### src/rtl/bin_to_seg4.sv
// bin_to_seg4: 14-bit binary to four active-low 7-segment digit patterns.
// Ports: clk, rst_n, value/load in; busy, done, seg1 (units)..seg4 (thousands) out.
module bin_to_seg4 #(
  parameter bit BLANK_LZ = 1'b1
) (
  input  logic        clk,
  input  logic        rst_n,
  input  logic [13:0] value,
  input  logic        load,
  output logic        busy,
  output logic        done,
  output logic [6:0]  seg1,
  output logic [6:0]  seg2,
  output logic [6:0]  seg3,
  output logic [6:0]  seg4
);

  localparam logic [6:0] BLANK = 7'h7F;
  localparam logic [6:0] DASH  = 7'h3F;

  typedef enum logic [1:0] {
    IDLE,
    SHIFT,
    OUT
  } state_t;

  state_t      state;
  logic [13:0] sr;
  logic [15:0] bcd;
  logic [3:0]  cnt;
  logic        ovf;

  logic [15:0] bcd_adj;
  logic [6:0]  p1, p2, p3, p4;

  function automatic logic [3:0] adj3(
    input logic [3:0] n
  );
    return (n >= 4'd5) ? n + 4'd3 : n;
  endfunction

  function automatic logic [6:0] dec(
    input logic [3:0] d
  );
    logic [6:0] s;
    case (d)
      4'd0:    s = 7'h40;
      4'd1:    s = 7'h79;
      4'd2:    s = 7'h24;
      4'd3:    s = 7'h30;
      4'd4:    s = 7'h19;
      4'd5:    s = 7'h12;
      4'd6:    s = 7'h02;
      4'd7:    s = 7'h78;
      4'd8:    s = 7'h00;
      4'd9:    s = 7'h10;
      default: s = BLANK;
    endcase
    return s;
  endfunction

  always_comb begin
    bcd_adj = {adj3(bcd[15:12]), adj3(bcd[11:8]),
               adj3(bcd[7:4]),   adj3(bcd[3:0])};
  end

  always_comb begin
    p1 = dec(bcd[3:0]);
    p2 = dec(bcd[7:4]);
    p3 = dec(bcd[11:8]);
    p4 = dec(bcd[15:12]);
    if (BLANK_LZ) begin
      if (bcd[15:12] == 4'd0)
        p4 = BLANK;
      if (bcd[15:8] == 8'd0)
        p3 = BLANK;
      if (bcd[15:4] == 12'd0)
        p2 = BLANK;
    end
    // Out-of-range input: BCD result is meaningless.
    if (ovf) begin
      p1 = DASH;
      p2 = DASH;
      p3 = DASH;
      p4 = DASH;
    end
  end

  always_ff @(posedge clk or negedge rst_n) begin
    if (!rst_n) begin
      state <= IDLE;
      sr    <= '0;
      bcd   <= '0;
      cnt   <= '0;
      ovf   <= 1'b0;
      busy  <= 1'b0;
      done  <= 1'b0;
      seg1  <= BLANK;
      seg2  <= BLANK;
      seg3  <= BLANK;
      seg4  <= BLANK;
    end else begin
      case (state)
        IDLE: begin
          done <= 1'b0;
          if (load) begin
            sr    <= value;
            bcd   <= '0;
            ovf   <= (value > 14'd9999);
            cnt   <= 4'd14;
            busy  <= 1'b1;
            state <= SHIFT;
          end
        end
        SHIFT: begin
          // Correct before shifting so no nibble ever exceeds 9.
          {bcd, sr} <= {bcd_adj, sr} << 1;
          cnt <= cnt - 4'd1;
          if (cnt == 4'd1)
            state <= OUT;
        end
        OUT: begin
          seg1  <= p1;
          seg2  <= p2;
          seg3  <= p3;
          seg4  <= p4;
          done  <= 1'b1;
          busy  <= 1'b0;
          state <= IDLE;
        end
        default: state <= IDLE;
      endcase
    end
  end

endmodule

### config.mk
export PLATFORM = sky130hd
export DESIGN_NAME = bin_to_seg4
export DESIGN_NICKNAME = d
export VERILOG_FILES = /design/src/rtl/bin_to_seg4.sv
export SDC_FILE = /design/constraint.sdc
export NUM_CORES = 1
export LEC_CHECK = 0
export CAP_MARGIN = 30
export CORE_ASPECT_RATIO = 2
export CORE_UTILIZATION = 54
export CTS_CLUSTER_DIAMETER = 200
export CTS_CLUSTER_SIZE = 30
export DETAILED_ROUTE_END_ITERATION = 16
export GPL_ROUTABILITY_DRIVEN = 1
export PLACE_DENSITY_LB_ADDON = 0.05
export RECOVER_POWER = 100
export SLEW_MARGIN = 20
export SYNTH_ARGS = -nofsm -noshare
export SYNTH_HDL_FRONTEND = slang
export SYNTH_SLANG_ARGS = --single-unit
### constraint.sdc
create_clock -name clk -period 2.63 [get_ports clk]
set_clock_uncertainty 0.1 [all_clocks]
set_input_delay 0.526 -clock clk [delete_from_list [all_inputs] [get_ports clk]]
set_output_delay 0.526 -clock clk [all_outputs]
set_load 0.02 [all_outputs]
==> flow_results.xml <==
<?xml version="1.0" encoding="UTF-8"?>
<metrics>
  <group name="floorplan">
    <metric name="initial_core_util" unit="%">56.8</metric>
    <metric name="core_area" unit="µm²">6670</metric>
    <metric name="chipWidth" unit="µm">61.2</metric>
    <metric name="rows" unit="">42</metric>
    <metric name="floorplan.die_area" unit="µm²">7380</metric>
    <metric name="die_h" unit="µm">120</metric>
    <metric name="number_of_i_o_pins" unit="">47</metric>
  </group>
  <group name="grt">
    <metric name="grt_util_met1" unit="%">27.4</metric>
    <metric name="grt_overflow_total" unit="">0</metric>
    <metric name="pin_count_of_the_biggest_net_entering_global_routing" unit="">36</metric>
    <metric name="antenna_found_initial" unit="">0</metric>
    <metric name="first_global_vias" unit="">2958</metric>
    <metric name="grt_busiest_layer" unit="">met2</metric>
    <metric name="track_usage" unit="%">25.3</metric>
    <metric name="grt_use_met2" unit="%">44.2</metric>
    <metric name="grt_pass1_wl" unit="µm">13700</metric>
    <metric name="use_met3" unit="%">7.06</metric>
  </group>
  <group name="power">
    <metric name="power_per_cell_area" unit="nW/µm²">1250</metric>
    <metric name="design_power_total" unit="µW">5600</metric>
    <metric name="clock_power_share" unit="%">19.4</metric>
    <metric name="p_leak" unit="µW">0.00198</metric>
    <metric name="combPwrFrac" unit="%">43.5</metric>
    <metric name="cell_internal_pwr" unit="µW">3320</metric>
    <metric name="net-switching-power" unit="µW">2270</metric>
    <metric name="ir_drop" unit="µV">723</metric>
    <metric name="p_sw_share" unit="%">40.6</metric>
    <metric name="p_seq_share" unit="%">37.1</metric>
  </group>
  <group name="clock_network">
    <metric name="cts_root_buffer" unit="">sky130_fd_sc_hd__clkbuf_16</metric>
    <metric name="setup_buffers_after_cts" unit="">0</metric>
    <metric name="cts.htree.levels" unit="">3</metric>
    <metric name="cts_tree" unit="">yes</metric>
    <metric name="cts_repair_resize_count" unit="">0</metric>
    <metric name="ctsLongestPathBuffers" unit="">2</metric>
    <metric name="cts.clk_slew.worst_paths" unit="ns">0.05</metric>
    <metric name="tritoncts.num_buffers" unit="">9</metric>
    <metric name="insertion_delay" unit="ns">0.34</metric>
    <metric name="clock_sinks" unit="">67</metric>
    <metric name="post_cts_hold_buffer_count" unit="">0</metric>
  </group>
  <group name="synthesis">
    <metric name="synth.top_cells.by_count" unit="">sky130_fd_sc_hd__nand2_1 (42), sky130_fd_sc_hd__dfrtp_1 (39), sky130_fd_sc_hd__o21ai_0 (36), sky130_fd_sc_hd__nor2_1 (35), sky130_fd_sc_hd__dfstp_2 (28)</metric>
    <metric name="ys.warnings.count" unit="">0</metric>
    <metric name="synth-seq-cells" unit="">67</metric>
    <metric name="synth_seq_area_share" unit="%">45.1</metric>
    <metric name="synthMostInstantiatedCell" unit="">sky130_fd_sc_hd__nand2_1</metric>
    <metric name="synth_top_cell_by_area" unit="">sky130_fd_sc_hd__dfrtp_1</metric>
    <metric name="post_synth_inst_count" unit="">392</metric>
    <metric name="synth.net_count" unit="">431</metric>
    <metric name="syn_area" unit="µm²">3790</metric>
    <metric name="netlist.area_leader.share" unit="%">25.7</metric>
    <metric name="ys_dominant_reg_cell" unit="">sky130_fd_sc_hd__dfrtp_1</metric>
    <metric name="synth.avg_cell_area" unit="µm²">9.67</metric>
    <metric name="async_reset_ff_share" unit="%">100</metric>
    <metric name="synth-edff-count" unit="">0</metric>
    <metric name="synthDistinctLibCells" unit="">50</metric>
    <metric name="synth_area_leaders" unit="">sky130_fd_sc_hd__dfrtp_1 (26%), sky130_fd_sc_hd__dfstp_2 (19%), sky130_fd_sc_hd__ha_1 (7.3%), sky130_fd_sc_hd__o21ai_0 (4.8%), sky130_fd_sc_hd__mux2i_1 (4.2%)</metric>
  </group>
  <group name="cells_and_area">
    <metric name="non_filler_instances" unit="">524</metric>
    <metric name="synthToLayoutAreaGrowth" unit="%">17.8</metric>
    <metric name="stdcell_area" unit="µm²">4460</metric>
    <metric name="antenna_cells" unit="">0</metric>
    <metric name="finalNetCount" unit="">470</metric>
    <metric name="multi_input_area" unit="µm²">1810</metric>
    <metric name="n_fill_cell" unit="">591</metric>
    <metric name="register_area" unit="µm²">1710</metric>
    <metric name="fraction_of_final_layout_cells_with_drive_strength_greater_than_1" unit="%">12.2</metric>
  </group>
  <group name="worst_setup_path">
    <metric name="worst-endpoint-required" unit="ns">2.00</metric>
    <metric name="max_stage_delay" unit="ns">0.69</metric>
    <metric name="crit_buf_inv" unit="">1</metric>
    <metric name="endpoint_kind" unit="">primary output</metric>
    <metric name="cpLargestDelayFamily" unit="">buffers and inverters</metric>
    <metric name="critPathSlowestCell" unit="">sky130_fd_sc_hd__dlygate4sd3_1</metric>
    <metric name="critical_path_arrival" unit="ns">1.55</metric>
    <metric name="path_cells" unit="">dlygate4sd3_1</metric>
    <metric name="startpoint_type" unit="">register</metric>
    <metric name="critical_path_peak_fanout" unit="">2</metric>
    <metric name="path_class" unit="">reg2out</metric>
  </group>
  <group name="detailed_routing">
    <metric name="detailedRoute.firstPassIterationCount" unit="">4</metric>
    <metric name="drc" unit="">0</metric>
    <metric name="via_per_inst" unit="">5.52</metric>
    <metric name="routed_via_count" unit="">2892</metric>
    <metric name="routedWlPerCell" unit="µm">15.4</metric>
    <metric name="antenna_left" unit="">0</metric>
    <metric name="routed_wirelength" unit="µm">8080</metric>
    <metric name="initialDrtViolationCount" unit="">138</metric>
  </group>
  <group name="placed_design">
    <metric name="placement.io_buffers" unit="">46</metric>
    <metric name="placed_area" unit="µm²">4250</metric>
    <metric name="dpl.hpwl" unit="µm">5920</metric>
    <metric name="dp.cells" unit="">508</metric>
    <metric name="globalplace.congestion" unit="">0.856</metric>
  </group>
  <group name="timing">
    <metric name="share_of_the_cycle_needed_by_the_critical_path_after_routing" unit="%">82.9</metric>
    <metric name="post_route_setup_tns" unit="ns">0</metric>
    <metric name="setup_violators_final" unit="">0</metric>
    <metric name="hold_ws" unit="ns">0.352</metric>
    <metric name="clock.fmax" unit="MHz">459</metric>
    <metric name="slew_headroom" unit="%">13.3</metric>
    <metric name="slew_viol_final" unit="">0</metric>
    <metric name="rsz0062_at_grt" unit="">no</metric>
    <metric name="shortest_clock_period_the_worst_path_allows_after_layout" unit="ns">2.18</metric>
    <metric name="worst_pin_slew" unit="ns">1.30</metric>
    <metric name="hold_viol_final" unit="">0</metric>
  </group>
  <group name="worst_hold_path">
    <metric name="min_path_type" unit="">reg2reg</metric>
  </group>
  <group name="outcome">
    <metric name="status" unit="">finished clean</metric>
  </group>
  <group name="run">
    <metric name="timing.max_cap.violations" unit="">0</metric>
  </group>
</metrics>
[routing by layer]
| metal | vias to the layer above | wire, µm |
|---|---|---|
| li1 | 1453 | - |
| met1 | 1384 | 3150 |
| met2 | 43 | 4590 |
| met3 | 12 | 228 |
| met4 | 0 | 121 |
| met5 | - | 0 |
[flip-flops by register name, summed over array words and instances, names as in the netlist, 2 cells and up]
signal / count
bcd: 16
cnt: 4
seg1: 7
seg2: 7
seg3: 7
seg4: 7
sr: 14
state: 2
[cell type report]
| class | instances | share of cell area (%) |
|---|---|---|
| clock buffer | 13 | 5.61 |
| sequential | 67 | 38.3 |
| timing repair buffer | 51 | 10.8 |
| clock inverter | 3 | 0.336 |
| tap | 88 | 2.47 |
| inverter | 21 | 1.77 |
| multi-input combinational | 281 | 40.6 |
[cells by family after synthesis]
logic type | Yosys count | share of synthesized area [%]
DFF | 67 | 45.1
adders and majority gates | 22 | 7.26
xor gates and xnor gates | 8 | 1.85
AOI/OAI and AO/OA | 118 | 19.7
muxes | 16 | 4.22
and+or+nand+nor | 117 | 15.3
buffers and inverters | 44 | 6.44
[layout by cell type (no fill, tap or decap), types with 9 or more instances in the layout]
| cell type | instances |
|---|---|
| sky130_fd_sc_hd__dlygate4sd3_1 | 31 |
| sky130_fd_sc_hd__nor2_1 | 35 |
| sky130_fd_sc_hd__a21oi_1 | 22 |
| sky130_fd_sc_hd__inv_1 | 20 |
| sky130_fd_sc_hd__clkbuf_16 | 9 |
| sky130_fd_sc_hd__o21ai_0 | 44 |
| sky130_fd_sc_hd__dfrtp_1 | 39 |
| sky130_fd_sc_hd__clkdlybuf4s50_1 | 14 |
| sky130_fd_sc_hd__a31oi_1 | 9 |
| sky130_fd_sc_hd__nand2_1 | 43 |
| sky130_fd_sc_hd__o22a_1 | 13 |
| sky130_fd_sc_hd__mux2i_1 | 16 |
| sky130_fd_sc_hd__ha_1 | 22 |
| sky130_fd_sc_hd__dfstp_2 | 28 |
[through the flow]
| step | util [%] | setup slack [ns] |
|---|---|---|
| after global routing | 66.9 | 0.387 |
| after global placement | 63.6 | 0.664 |
| final | 66.9 | 0.450 |
| after detailed placement | 63.6 | 0.594 |
| after CTS | 67.6 | 0.491 |
| after floorplan | - | 1.03 |
[power groups by stage]
stage	combinational, µW	sequential [µW]	clock (µW)
4_1_cts	2560	2090	1110
3_3_place_gp	2480	2090	0
2_1_floorplan	1830	2060	0
3_5_place_dp	2550	2110	0
5_1_grt	2760	2170	1150
6_report	2430	2080	1080
[final timing paths]
check,from,end,slack [ns],cells after the start
min,seg4[6],seg4[6],0.35,2
min reg2reg,seg4[6],seg4[6],0.35,2
max reg2reg,state[0],seg2[3],0.70,4
max,seg1[4],seg1[4],0.45,1
min in group asynchronous,rst_n,bcd[14],0.36,1
max in group asynchronous,rst_n,bcd[5],0.83,2
Power figures use the tool's default switching activity.
